--- src/rtl/tile_blit_engine.sv ---
// Tile blit engine: raster-scans one grid tile and streams pixels to the VGA adapter.
// Define TILE_BLIT_TRANSPARENT_EN to skip copy-mode pixels equal to KEY_COLOUR.
module tile_blit_engine #(
  parameter int TILE_W   = 20,
  parameter int TILE_H   = 20,
  parameter int SCREEN_W = 160,
  parameter int SCREEN_H = 120,
  parameter int GRID_W   = 4,
  parameter int COLOUR_W = 9,
  parameter int ADDR_W   = 15,
  parameter int RD_LAT   = 1
`ifdef TILE_BLIT_TRANSPARENT_EN
  ,
  parameter logic [COLOUR_W-1:0] KEY_COLOUR = COLOUR_W'(9'h1F8)
`endif
) (
  input  logic                clk,
  input  logic                resetn,
  input  logic                start,
  input  logic [GRID_W-1:0]   grid_x,
  input  logic [GRID_W-1:0]   grid_y,
  input  logic                mode,
  input  logic [COLOUR_W-1:0] fill_colour,
  output logic                busy,
  output logic                done,
  output logic [ADDR_W-1:0]   mem_addr,
  input  logic [COLOUR_W-1:0] mem_q,
  output logic                plot,
  output logic [7:0]          x,
  output logic [6:0]          y,
  output logic [COLOUR_W-1:0] colour
);

  localparam int CW = 16;

  typedef enum logic [1:0] {
    IDLE,
    SCAN,
    DRAIN,
    DONE
  } state_t;

  state_t state_q, state_d;

  logic [CW-1:0]       cx_q, cx_d;
  logic [CW-1:0]       cy_q, cy_d;
  logic [GRID_W-1:0]   gx_q, gy_q;
  logic                mode_q;
  logic [COLOUR_W-1:0] fill_q;
  logic [ADDR_W-1:0]   addr_q, addr_d;

  // Slot 0 is the pixel being issued; slot RD_LAT meets mem_q.
  logic [RD_LAT:0]      vld_q;
  logic [RD_LAT:0]      inr_q;
  logic [RD_LAT:0][7:0] xs_q;
  logic [RD_LAT:0][6:0] ys_q;

  logic              accept, load, last, in_rng, keyed;
  logic [GRID_W-1:0] gx_s, gy_s;
  logic [CW-1:0]     px, py;

  assign last = (cx_q == CW'(TILE_W - 1))
             && (cy_q == CW'(TILE_H - 1));

  always_comb begin
    state_d = state_q;
    cx_d    = cx_q;
    cy_d    = cy_q;
    accept  = 1'b0;
    load    = 1'b0;
    unique case (state_q)
      IDLE: begin
        if (start) begin
          accept  = 1'b1;
          load    = 1'b1;
          cx_d    = '0;
          cy_d    = '0;
          state_d = SCAN;
        end
      end
      SCAN: begin
        if (last) begin
          state_d = DRAIN;
        end else begin
          load = 1'b1;
          if (cx_q == CW'(TILE_W - 1)) begin
            cx_d = '0;
            cy_d = cy_q + 1'b1;
          end else begin
            cx_d = cx_q + 1'b1;
          end
        end
      end
      DRAIN: begin
        if (!(|vld_q[RD_LAT-1:0])) state_d = DONE;
      end
      DONE: state_d = IDLE;
      default: state_d = IDLE;
    endcase
  end

  always_ff @(posedge clk) begin
    if (!resetn) state_q <= IDLE;
    else         state_q <= state_d;
  end

  assign gx_s   = accept ? grid_x : gx_q;
  assign gy_s   = accept ? grid_y : gy_q;
  assign px     = CW'(gx_s) * CW'(TILE_W) + cx_d;
  assign py     = CW'(gy_s) * CW'(TILE_H) + cy_d;
  assign in_rng = (px < CW'(SCREEN_W)) && (py < CW'(SCREEN_H));

  always_comb begin
    addr_d = addr_q;
    if (load) begin
      addr_d = in_rng
        ? ADDR_W'(32'(py) * 32'(SCREEN_W) + 32'(px))
        : '0;
    end
  end

  always_ff @(posedge clk) begin
    if (!resetn) begin
      cx_q   <= '0;
      cy_q   <= '0;
      gx_q   <= '0;
      gy_q   <= '0;
      mode_q <= 1'b0;
      fill_q <= '0;
      addr_q <= '0;
      vld_q  <= '0;
      inr_q  <= '0;
      xs_q   <= '0;
      ys_q   <= '0;
    end else begin
      cx_q   <= cx_d;
      cy_q   <= cy_d;
      addr_q <= addr_d;
      if (accept) begin
        gx_q   <= grid_x;
        gy_q   <= grid_y;
        mode_q <= mode;
        fill_q <= fill_colour;
      end
      vld_q[0] <= load;
      if (load) begin
        xs_q[0]  <= 8'(px);
        ys_q[0]  <= 7'(py);
        inr_q[0] <= in_rng;
      end
      for (int i = 1; i <= RD_LAT; i++) begin
        vld_q[i] <= vld_q[i-1];
        inr_q[i] <= inr_q[i-1];
        xs_q[i]  <= xs_q[i-1];
        ys_q[i]  <= ys_q[i-1];
      end
    end
  end

`ifdef TILE_BLIT_TRANSPARENT_EN
  assign keyed = !mode_q && (mem_q == KEY_COLOUR);
`else
  assign keyed = 1'b0;
`endif

  assign busy     = (state_q == SCAN) || (state_q == DRAIN);
  assign done     = (state_q == DONE);
  assign mem_addr = addr_q;
  assign x        = xs_q[RD_LAT];
  assign y        = ys_q[RD_LAT];
  assign plot     = vld_q[RD_LAT] & inr_q[RD_LAT] & ~keyed;
  assign colour   = vld_q[RD_LAT]
                  ? (mode_q ? fill_q : mem_q)
                  : '0;

endmodule

--- config.mk ---
export PLATFORM = sky130hd
export DESIGN_NAME = tile_blit_engine
export DESIGN_NICKNAME = d
export VERILOG_FILES = /design/src/rtl/tile_blit_engine.sv
export SDC_FILE = /design/constraint.sdc
export NUM_CORES = 1
export LEC_CHECK = 0
export ABC_AREA = 1
export CAP_MARGIN = 20
export CORE_ASPECT_RATIO = 0.7
export CORE_MARGIN = 2
export CORE_UTILIZATION = 33
export CTS_CLUSTER_SIZE = 25
export DETAILED_ROUTE_END_ITERATION = 8
export HOLD_SLACK_MARGIN = 0.03
export SYNTH_ARGS = -nofsm -noshare
export SYNTH_HDL_FRONTEND = slang
export SYNTH_SLANG_ARGS = --single-unit
--- constraint.sdc ---
create_clock -name clk -period 18.6 [get_ports clk]
set_input_delay 3.72 -clock clk [delete_from_list [all_inputs] [get_ports clk]]
set_output_delay 3.72 -clock clk [all_outputs]
set_load 0.01 [all_outputs]
==> flow_summary_export.csv <==
group,metric,value,unit
run_status,status,"finished clean",
detailed_routing,finalWirelength,18480,um
yosys,synth-xor-area-share,2.310,%
timing,holdWs,0.4277,ns
pwr,p_per_area,133.7,nW/um^2
timing,setup_viol,0,
worst_setup_path,worstSetupEndpointType,"flip-flop",
timing,worst_slew_pin_slew,0.7074,ns
yosys,synth-adder-area-share,10.74,%
timing,min_period,9.983,ns
die,die-area,21870,sq um
yosys,netlist_instances,1050,
detailed_routing,drt_iter0_markers,462,
placed_design,routabilityCongestion,0.9260,
cts,cts_sinks,101,
hold_path,hold_path_end,"x[2]",
grt,antenna_found_initial,0,
yosys,synth_edf_count,0,
die,pin_count,72,
die,die_h,124.3,um
grt,grt_overflow,0,
yosys,synth_compound_area_share,10.12,%
yosys,yosysUniqueCellTypes,40,
timing,hold_viol,0,
die,start_util,34.01,%
placed_design,dp_hpwl,14370,um
yosys,syn-cell-area,6825,sq um
finish,regArea,2022,sq um
yosys,synth_nets,1135,
hold_path,min_from,"xs_q[2]",
timing,max_slew_margin,52.55,%
yosys,yosysWarnings,0,
die,die_w,175.9,um
timing,max_freq,100.2,MHz
finish,areaGrowthSynthToFinish,17.43,%
worst_setup_path,start_kind,"primary input",
worst_setup_path,crit_arrival,10.24,ns
worst_setup_path,r2r_slack,11.63,ns
yosys,synth_mux_area_share,0,%
detailed_routing,ant_nets,0,
yosys,synth_top_area_share,29.62,%
finish,multi_input_area,4038,sq um
cts,cts_hold_buf,0,
die,core_region_area,20070,sq um
cts,cts-htree-levels,3,
detailed_routing,drt_first_pass_iters,4,
yosys,synth_flop_cell,"dfxtp_1",
timing,fin_crit_sh,53.67,%
finish,antenna_cells,0,
worst_setup_path,cp.required,18.85,ns
yosys,synth_seq_cells,101,
worst_setup_path,critPathMaxStageDelay,0.54,ns
grt,grt_max_degree,42,
worst_setup_path,r2r-start,"state_q[0]",
hold_path,min_path_cells,2,
detailed_routing,drc_errors,0,
finish,drive_gt1_share,6.069,%
cts,cts_resized,0,
timing,setup_tns,0,ns
worst_setup_path,slowest_stage,"nand2_1",
grt,track_usage,17.31,%
pwr,p_leak,3.888,nW
cts,cts-root-buf,"clkbuf_16",
cts,clk_latency,0.36,ns
pwr,vdd_drop_max,0.00006059,V
worst_setup_path,path_max_fanout,23,
timing,fin_worst_skew,0.01368,ns
hold_path,hold_class,"flip-flop to flip-flop",
yosys,yosys-top-cells-area,"dfxtp_1 (30%), nand2_1 (15%), ha_1 (9.0%), inv_1 (7.9%), nor2_1 (7.3%)",
cts,cts_made_buffers,9,
yosys,syn_area_per_cell,6.500,sq um
worst_setup_path,reg2regPathDepth,35,
finish,finalNetCount,1184,
run,maxCapViolations,0,
placed_design,portBuffers,71,
grt,grt_pass1_wl,30790,um
worst_setup_path,worstSetupPathType,"primary input to flip-flop",
worst_setup_path,rr_endpoint,"mem_addr[14]",
cts,clockBufferDepth,2,
detailed_routing,wl_per_cell,13.45,um
yosys,seq_area_frac_synth,29.62,%
cts,tritoncts,"yes",
yosys,synth.largest_area_cell,"dfxtp_1",
detailed_routing,vias,6565,
finish,fillers,2130,
cts,path_clk_slew,0.08,ns
timing,rsz0062_at_grt,"false",
detailed_routing,viasPerCell,4.778,
yosys,synth_top_family_by_area,"simple AND/OR/NAND/NOR gates",
timing,drv_slew,0,
cts,postCtsSetupRepairBufs,0,
yosys,async_flop_share,0,%
grt,grt_pass1_vias,6097,
die,rows,43,
yosys,yosys.area_share.simple,35.99,%
pwr,power.total,1.072,mW
[critical path, delay by kind of cell]
family | cells | cell delay [ns]
fa+ha+maj | 7 | 2.22
simple gates | 12 | 1.90
buf+inv | 8 | 1.32
compound gates | 6 | 1.00
xor+xnor | 1 | 0.09
[layout make-up]
class | instances | share of cell area (%)
Multi-Input combinational cell | 762 | 50.37
Sequential cell | 101 | 25.23
Timing Repair Buffer | 75 | 9.241
Inverter | 150 | 7.025
Tap cell | 270 | 4.215
Clock buffer | 9 | 2.810
Clock inverter | 7 | 1.108
[kinds of logic after synthesis]
family,after synthesis
simple gates,561
flops,101
fa+ha+maj,55
buf+inv,187
compound gates,128
xor+xnor,18
[worst max path at each step]
stage,from,end,cells after the start
floorplan,start,mem_addr[14],33
global placement,start,mem_addr[14],34
detailed placement,start,mem_addr[14],34
CTS,start,mem_addr[14],34
global route,start,mem_addr[14],35
finish,start,mem_addr[14],34
[cell usage after synthesis, types with 2 or more instances]
cell      instances
a21oi_1          44
clkbuf_1         16
nand3_2           6
nor3_1            5
buf_1             2
o21ai_0          64
nand3_1          73
o21ai_2           4
nor2_1          132
inv_1           143
or2_2             9
nor2_4            7
nor2_2            9
ha_1             49
a22oi_1           3
clkinv_1          2
a31oi_1           3
nand3b_1          2
buf_2             3
buf_4            16
nand2_1         281
nand2_2           5
xnor2_1           8
dfxtp_1         101
nor4_1            2
nand4_1          27
inv_2             5
xor2_1           10
a21o_1            3
fa_1              6
[state kept, by name, summed over array words and instances (netlist names), 4 cells and up]
| register | cells |
|---|---|
| y | 7 |
| mem_addr | 15 |
| cx_q | 16 |
| xs_q | 8 |
| ys_q | 7 |
| gy_q | 4 |
| x | 8 |
| cy_q | 16 |
| fill_q | 9 |
| gx_q | 4 |
[per-layer routing]
layer / up-vias / share of wire (%) / GRT usage [%]
li1: 3429 / - / -
met1: 2937 / 54 / 26.52
met2: 191 / 39 / 25.15
met3: 8 / 6.6 / 3.449
met4: 0 / 0.62 / 2.771
met5: - / 0 / 0
[layout by cell type, fill, tap and decap left out, types with 2 or more instances in the layout]
master / Yosys / routed
clkdlybuf4s50_1: 0 / 71
buf_4: 16 / 4
nor3_1: 5 / 5
o21ai_2: 4 / 4
a31oi_1: 3 / 3
nand3_2: 6 / 6
ha_1: 49 / 49
inv_1: 143 / 143
a21oi_1: 44 / 44
o21ai_0: 64 / 64
a22oi_1: 3 / 3
nand2_2: 5 / 5
nor4_1: 2 / 2
nor2_2: 9 / 9
fa_1: 6 / 6
nand4_1: 27 / 27
dfxtp_1: 101 / 101
xor2_1: 10 / 10
or2_2: 9 / 9
a21o_1: 3 / 3
nor2_1: 132 / 132
clkinv_1: 2 / 2
nor2_4: 7 / 7
nand3b_1: 2 / 2
nand2_1: 281 / 281
clkbuf_16: 0 / 9
nand3_1: 73 / 73
inv_8: 0 / 2
xnor2_1: 8 / 8
inv_2: 5 / 5
clkinv_8: 0 / 3
[report_power, final]
part | switching (mW) | leakage, nW | internal, mW
registers | 0.0231 | 0.823 | 0.262
logic | 0.376 | 2.91 | 0.211
clock network | 0.102 | 0.152 | 0.0971
[per-stage QoR]
| stage | util [%] | area [sq um] | setup slack [ns] | cells |
|---|---|---|---|---|
| after global placement | 38.38 | 7701 | 8.451 | 1358 |
| after global routing | 39.94 | 8015 | 8.081 | 1374 |
| after detailed placement | 38.38 | 7701 | 8.290 | 1358 |
| after floorplan | - | 6825 | 10.15 | 1050 |
| final | 39.94 | 8015 | 8.617 | 1374 |
| after CTS | 39.94 | 8015 | 8.631 | 1374 |
No activity file was read; power rests on OpenSTA's default activity.
